$ cat config.mk
export PLATFORM = sky130hd
export DESIGN_NAME = match_pe_dispatch_cluster
export DESIGN_NICKNAME = d
export VERILOG_FILES = /design/src/rtl/match_pe_dispatch_cluster.sv
export SDC_FILE = /design/constraint.sdc
export NUM_CORES = 1
export LEC_CHECK = 0
export CELL_PAD_IN_SITES_DETAIL_PLACEMENT = 0
export CELL_PAD_IN_SITES_GLOBAL_PLACEMENT = 1
export CORE_MARGIN = 1.5
export CORE_UTILIZATION = 23
export CTS_CLUSTER_DIAMETER = 80
export DETAILED_ROUTE_END_ITERATION = 12
export PLACE_DENSITY_LB_ADDON = 0.25
export SYNTH_ARGS = -nofsm -noshare
export SYNTH_HDL_FRONTEND = slang
export SYNTH_SLANG_ARGS = --single-unit
export TNS_END_PERCENT = 10
$ cat constraint.sdc
create_clock -name clk -period 3.55 [get_ports clk]
set_clock_uncertainty 0.15 [all_clocks]
set_input_delay 0.71 -clock clk [delete_from_list [all_inputs] [get_ports clk]]
set_output_delay 0.71 -clock clk [all_outputs]
set_load 0.03 [all_outputs]
$ cat src/rtl/match_pe_dispatch_cluster.sv
// Round-robin dispatch of match requests to NUM_PE match PEs with per-PE in-flight limits, response merge and history-write fan-out.
// Optional perf counters are enabled by defining MATCH_CLUSTER_PERF_CNT_EN.
`ifndef ADDR_WIDTH
`define ADDR_WIDTH 16
`endif
`ifndef MATCH_PE_WIDTH
`define MATCH_PE_WIDTH 4
`endif
`ifndef MATCH_LEN_WIDTH
`define MATCH_LEN_WIDTH 6
`endif
`ifndef NUM_JOB_PE_LOG2
`define NUM_JOB_PE_LOG2 2
`endif
`ifndef LAZY_LEN_LOG2
`define LAZY_LEN_LOG2 2
`endif
`ifndef SHARED_MATCH_PE_SLICE_SIZE_LOG2
`define SHARED_MATCH_PE_SLICE_SIZE_LOG2 4
`endif

module match_pe_dispatch_cluster #(
  parameter int NUM_PE          = 4,
  parameter int TAG_BITS        = `NUM_JOB_PE_LOG2 + `LAZY_LEN_LOG2,
  parameter int MAX_OUTSTANDING = 4,
  parameter int SLICE_IDX       = 0,
  parameter int SLICE_SEL_LSB   = `SHARED_MATCH_PE_SLICE_SIZE_LOG2,
  parameter int SLICE_SEL_BITS  = `NUM_JOB_PE_LOG2
) (
  input  logic                                 clk,
  input  logic                                 rst,
  input  logic                                 req_valid,
  output logic                                 req_ready,
  input  logic [`ADDR_WIDTH-1:0]               req_head_addr,
  input  logic [`ADDR_WIDTH-1:0]               req_history_addr,
  input  logic [TAG_BITS-1:0]                  req_tag,
  output logic [NUM_PE-1:0]                    pe_req_valid,
  input  logic [NUM_PE-1:0]                    pe_req_ready,
  output logic [`ADDR_WIDTH-1:0]               pe_req_head_addr,
  output logic [`ADDR_WIDTH-1:0]               pe_req_history_addr,
  output logic [TAG_BITS-1:0]                  pe_req_tag,
  input  logic [NUM_PE-1:0]                    pe_resp_valid,
  output logic [NUM_PE-1:0]                    pe_resp_ready,
  input  logic [NUM_PE*TAG_BITS-1:0]           pe_resp_tag,
  input  logic [NUM_PE*`MATCH_LEN_WIDTH-1:0]   pe_resp_match_len,
  output logic                                 resp_valid,
  input  logic                                 resp_ready,
  output logic [TAG_BITS-1:0]                  resp_tag,
  output logic [`MATCH_LEN_WIDTH-1:0]          resp_match_len,
  input  logic [`ADDR_WIDTH-1:0]               wr_addr,
  input  logic [`MATCH_PE_WIDTH*8-1:0]         wr_data,
  input  logic                                 wr_en,
  output logic [`ADDR_WIDTH-1:0]               pe_wr_addr,
  output logic [`MATCH_PE_WIDTH*8-1:0]         pe_wr_data,
  output logic                                 pe_wr_en,
  output logic                                 pe_wr_history_en
`ifdef MATCH_CLUSTER_PERF_CNT_EN
  ,
  output logic [31:0]                          perf_req_cnt,
  output logic [31:0]                          perf_stall_cnt
`endif
);

  localparam int PTR_W = (NUM_PE > 1) ? $clog2(NUM_PE) : 1;
  localparam int CNT_W = $clog2(MAX_OUTSTANDING + 1);
  localparam int LEN_W = `MATCH_LEN_WIDTH;
  localparam logic [CNT_W-1:0]          CNT_MAX   = CNT_W'(MAX_OUTSTANDING);
  localparam logic [SLICE_SEL_BITS-1:0] SLICE_SEL = SLICE_SEL_BITS'(SLICE_IDX);

  // First candidate at or above ptr, then wrap to the ones below it.
  function automatic logic [NUM_PE-1:0] rr_pick(input logic [NUM_PE-1:0] cand,
                                               input logic [PTR_W-1:0]  ptr);
    logic [NUM_PE-1:0] gnt;
    logic              found;
    gnt   = '0;
    found = 1'b0;
    for (int lap = 0; lap < 2; lap++) begin
      for (int i = 0; i < NUM_PE; i++) begin
        if (!found && cand[i] && ((lap == 0) == (i >= int'(ptr)))) begin
          found  = 1'b1;
          gnt[i] = 1'b1;
        end
      end
    end
    return gnt;
  endfunction

  function automatic logic [PTR_W-1:0] onehot_to_next_ptr(input logic [NUM_PE-1:0] gnt);
    logic [PTR_W-1:0] nxt;
    nxt = '0;
    for (int i = 0; i < NUM_PE; i++) begin
      if (gnt[i]) nxt = (i + 1 >= NUM_PE) ? '0 : PTR_W'(i + 1);
    end
    return nxt;
  endfunction

  logic [PTR_W-1:0]    req_ptr_q, req_ptr_d;
  logic [PTR_W-1:0]    resp_ptr_q, resp_ptr_d;
  logic [CNT_W-1:0]    out_cnt_q [NUM_PE];
  logic [CNT_W-1:0]    out_cnt_d [NUM_PE];
  logic [NUM_PE-1:0]   elig;
  logic [NUM_PE-1:0]   req_gnt;
  logic [NUM_PE-1:0]   resp_gnt;
  logic                req_acc;
  logic                resp_take;
  logic                resp_acc;
  logic                resp_valid_q, resp_valid_d;
  logic [TAG_BITS-1:0] resp_tag_q, resp_tag_d;
  logic [LEN_W-1:0]    resp_len_q, resp_len_d;
  logic [`ADDR_WIDTH-1:0]       pe_wr_addr_q;
  logic [`MATCH_PE_WIDTH*8-1:0] pe_wr_data_q;
  logic                         pe_wr_en_q;
  logic                         pe_wr_hist_q;

  // Request dispatch: combinational grant, zero latency.
  always_comb begin
    for (int i = 0; i < NUM_PE; i++) begin
      elig[i] = pe_req_ready[i] && (out_cnt_q[i] < CNT_MAX);
    end
    req_gnt   = rr_pick(elig, req_ptr_q);
    req_ready = !rst && (|req_gnt);
    pe_req_valid = (req_valid && !rst) ? req_gnt : '0;
    req_acc   = req_valid && req_ready;
    req_ptr_d = req_acc ? onehot_to_next_ptr(req_gnt) : req_ptr_q;
  end

  assign pe_req_head_addr    = req_head_addr;
  assign pe_req_history_addr = req_history_addr;
  assign pe_req_tag          = req_tag;

  // Response merge into a single output register.
  always_comb begin
    resp_gnt      = rr_pick(pe_resp_valid, resp_ptr_q);
    resp_take     = !rst && (!resp_valid_q || resp_ready);
    pe_resp_ready = resp_take ? resp_gnt : '0;
    resp_acc      = resp_take && (|resp_gnt);
    resp_ptr_d    = resp_acc ? onehot_to_next_ptr(resp_gnt) : resp_ptr_q;
    resp_tag_d    = resp_tag_q;
    resp_len_d    = resp_len_q;
    for (int i = 0; i < NUM_PE; i++) begin
      if (resp_acc && resp_gnt[i]) begin
        resp_tag_d = pe_resp_tag[i*TAG_BITS +: TAG_BITS];
        resp_len_d = pe_resp_match_len[i*LEN_W +: LEN_W];
      end
    end
    if (resp_acc)        resp_valid_d = 1'b1;
    else if (resp_ready) resp_valid_d = 1'b0;
    else                 resp_valid_d = resp_valid_q;
  end

  // Decrement at zero saturates so stale responses after a reset are harmless.
  always_comb begin
    for (int i = 0; i < NUM_PE; i++) begin
      out_cnt_d[i] = out_cnt_q[i];
      if (req_acc && req_gnt[i] && !pe_resp_ready[i]) begin
        out_cnt_d[i] = out_cnt_q[i] + 1'b1;
      end else if (!(req_acc && req_gnt[i]) && pe_resp_ready[i] && (out_cnt_q[i] != '0)) begin
        out_cnt_d[i] = out_cnt_q[i] - 1'b1;
      end
    end
  end

  always_ff @(posedge clk) begin
    if (rst) begin
      req_ptr_q    <= '0;
      resp_ptr_q   <= '0;
      resp_valid_q <= 1'b0;
      pe_wr_en_q   <= 1'b0;
      for (int i = 0; i < NUM_PE; i++) out_cnt_q[i] <= '0;
    end else begin
      req_ptr_q    <= req_ptr_d;
      resp_ptr_q   <= resp_ptr_d;
      resp_valid_q <= resp_valid_d;
      pe_wr_en_q   <= wr_en;
      for (int i = 0; i < NUM_PE; i++) out_cnt_q[i] <= out_cnt_d[i];
    end
  end

  always_ff @(posedge clk) begin
    resp_tag_q   <= resp_tag_d;
    resp_len_q   <= resp_len_d;
    pe_wr_addr_q <= wr_addr;
    pe_wr_data_q <= wr_data;
    pe_wr_hist_q <= (wr_addr[SLICE_SEL_LSB +: SLICE_SEL_BITS] == SLICE_SEL);
  end

  assign resp_valid       = resp_valid_q;
  assign resp_tag         = resp_tag_q;
  assign resp_match_len   = resp_len_q;
  assign pe_wr_addr       = pe_wr_addr_q;
  assign pe_wr_data       = pe_wr_data_q;
  assign pe_wr_en         = pe_wr_en_q;
  assign pe_wr_history_en = pe_wr_hist_q;

`ifdef MATCH_CLUSTER_PERF_CNT_EN
  logic [31:0] perf_req_q, perf_stall_q;

  always_ff @(posedge clk) begin
    if (rst) begin
      perf_req_q   <= '0;
      perf_stall_q <= '0;
    end else begin
      if (req_acc)                perf_req_q   <= perf_req_q + 32'd1;
      if (req_valid && !req_ready) perf_stall_q <= perf_stall_q + 32'd1;
    end
  end

  assign perf_req_cnt   = perf_req_q;
  assign perf_stall_cnt = perf_stall_q;
`endif

endmodule
==> flow_summary.json <==
{
  "crit_chain": "clkdlybuf4s50_1 -> nor2b_1 -> nand2_1 -> o32ai_2 -> o21ai_0 -> fa_1 -> or4_1 -> o32ai_1 -> a31o_1",
  "initial_core_util_pct": 23.7,
  "critical-path-max-stage-delay_ns": 0.55,
  "clk_latency_ns": 0.34,
  "slew_violations": 0,
  "port_buffers": 170,
  "hpwl_mm": 7.52,
  "area.sequential_um2": 1640,
  "syn_nets": 450,
  "grt_pass1_wl_mm": 14.8,
  "avgRoutedWirePerCell_um": 15.2,
  "worstSetupEndpointType": "register",
  "finalCritPeriodShare_pct": 92.2,
  "cp.arrival_ns": 3.41,
  "crit_path_max_fanout": 4,
  "max_freq_mhz": 306,
  "wirelength_mm": 9.74,
  "row_count": 42,
  "finalCriticalPeriod_ns": 3.27,
  "cts_max_level": 3,
  "drtPass1Iterations": 4,
  "grt_max_degree": 16,
  "hold_path_class": "reg2reg",
  "sw_frac_of_total_pct": 28.0,
  "coreArea_um2": 13300,
  "ys_ff_latch": 77,
  "root_buffer": "clkbuf_16",
  "slew_headroom_pct": 60.9,
  "grt_setup_unrepaired": "false",
  "antenna_found_initial": 0,
  "vias_per_cell": 4.35,
  "clkSinkCount": 77,
  "multiInputGateArea_um2": 1130,
  "drive_gt1_share_pct": 12.0,
  "power_frac_seq_pct": 40.8,
  "gp_congestion": 0.825,
  "worst_setup_path_start_kind": "input pin",
  "pre_cts_ws_ns": -0.0282,
  "path_buf_inv": 1,
  "pwr-share-comb_pct": 21.2,
  "clockPowerShare_pct": 38.0,
  "yosys_most_used_dff": "dfxtp_1",
  "peakVddDrop_mv": 0.324,
  "ctsHoldBuffers": 0,
  "fill_cells": 1306,
  "tightest_slew_ns": 0.585,
  "yosysWarnings": 0,
  "dieArea_um2": 14400,
  "crit_path_top_delay_cell": "or4_1",
  "required_ns": 3.69,
  "switching_power_mw": 0.676,
  "synthCells": 309,
  "netlist_area_um2": 3150,
  "drc": 0,
  "crit_family": "simple AND/OR/NAND/NOR gates",
  "grt_usage_pct": 13.5,
  "synthArstFlopShare_pct": 0,
  "leakage_nw": 1.94,
  "final_cell_mix": "clkdlybuf4s50_1 (161), dfxtp_1 (67), buf_4 (24), o22ai_1 (22), a21oi_1 (22)",
  "setup_slack_ns": 0.278,
  "cts_setup_buffers": 0,
  "cts_inserted_buffers": 9,
  "grt_overflow": 0,
  "fin_nets": 601,
  "dieWidth_um": 120,
  "clkTransAtPathRegs_ns": 0.06,
  "ant_nets": 0,
  "holdWs_ns": 0.387,
  "synth_area_per_cell_um2": 10.2,
  "initialDrtViolationCount": 137,
  "die_h_um": 120,
  "intPower_mw": 1.73,
  "clock_path_buffers": 2,
  "vias": 2787,
  "setup_viol_count_final": 0,
  "ys_seq_area_share_pct": 52.2,
  "path_class": "in2reg",
  "drv_cap": 0,
  "ios": 243,
  "antenna_cells": 0,
  "status": "completed",
  "final_common_cell": "clkdlybuf4s50_1",
  "grt_pass1_vias": 2728,
  "area_growth_pct": 65.0,
  "cts_resized": 0,
  "synth_edf_count": 10,
  "ys_types": 56,
  "utilization_pct": 39.1,
  "cts_tree": "yes",
  "power_density_nw_per_um2": 464,
  "hold_viol_final": 0
}
-- worst paths after layout --
check / slack [ns] / endpoint / from / cells past startpoint
max: 0.28 / out_cnt_q[2][2] / pe_req_ready[2] / 9
min: 0.39 / out_cnt_q[0][1] / out_cnt_q[0][1] / 2
max reg2reg: 0.79 / out_cnt_q[2][2] / out_cnt_q[0][2] / 8
min reg2reg: 0.39 / out_cnt_q[0][1] / out_cnt_q[0][1] / 2
-- power by group through the flow --
stage	Combinational (mW)	Clock [mW]	Sequential [mW]
2_1_floorplan	0.249	0	1.07
3_3_place_gp	0.508	0	1.00
3_5_place_dp	0.511	0	1.00
4_1_cts	0.515	0.955	0.984
5_1_grt	0.550	0.998	0.992
6_report	0.510	0.917	0.983
-- registers in the layout, indices dropped and copies added (netlist names) --
| signal | flops |
|---|---|
| pe_wr_addr | 16 |
| resp_valid | 1 |
| resp_match_len | 6 |
| pe_wr_en | 1 |
| req_ptr_q | 2 |
| out_cnt_q | 12 |
| pe_wr_history_en | 1 |
| pe_wr_data | 32 |
| resp_tag | 4 |
| resp_ptr_q | 2 |
-- cell families (layout without fill, tap and decap cells) --
| logic type | count (synthesis) | after routing | share of synthesized area [%] |
|---|---|---|---|
| mux | 2 | 2 | 0.636 |
| simple gates | 68 | 68 | 11.6 |
| buf+inv | 60 | 216 | 11.8 |
| flops | 77 | 77 | 52.2 |
| xor+xnor | 3 | 3 | 0.835 |
| compound gates | 95 | 95 | 20.4 |
| fa+ha+maj | 4 | 4 | 2.54 |
-- worst min-delay path, delay by kind of cell, from the launching register on --
family | cells | cell delay (ns)
DFF | 1 | 0.35
AOI/OAI and AO/OA | 1 | 0.08
buffers and inverters | 1 | 0.06
-- metal layers --
layer	track usage [%]	up-vias	routed length [um]
li1	-	1377	-
met1	15.4	1303	3950
met2	23.5	83	5080
met3	4.71	24	567
met4	4.76	0	138
met5	0	-	0
-- metrics by stage --
stage | cell area, um2 | setup TNS [ns] | instances | power (mW)
floorplan | 3150 | 0 | 309 | 1.32
global placement | 4890 | 0 | 625 | 1.51
detailed placement | 4890 | -0.0282 | 625 | 1.51
CTS | 5190 | 0 | 641 | 2.45
global route | 5190 | 0 | 641 | 2.54
finish | 5190 | 0 | 641 | 2.41
-- area by class of cell --
| cell class | count | area share, % |
|---|---|---|
| clock buffer | 10 | 4.82 |
| clock inverter | 6 | 1.01 |
| inverter | 12 | 0.867 |
| multi-input combinational | 172 | 21.8 |
| sequential | 77 | 31.6 |
| tap | 176 | 4.24 |
| timing repair buffer | 188 | 35.7 |
-- synthesized netlist by cell type (4+ instances only) --
master	instances	area, um2
buf_2	4	20.0
o22ai_1	22	138
dfxtp_1	67	1340
o21a_1	4	30.0
a31oi_1	5	31.3
clkbuf_1	6	22.5
o21ai_0	17	85.1
edfxtp_1	10	300
nor3_1	6	30.0
nand3_1	4	20.0
buf_4	36	270
a21oi_1	22	110
fa_1	4	80.1
nor2b_1	7	43.8
nor2_1	13	48.8
nand2_1	17	63.8
inv_1	10	37.5
Power figures use the tool's default switching activity.
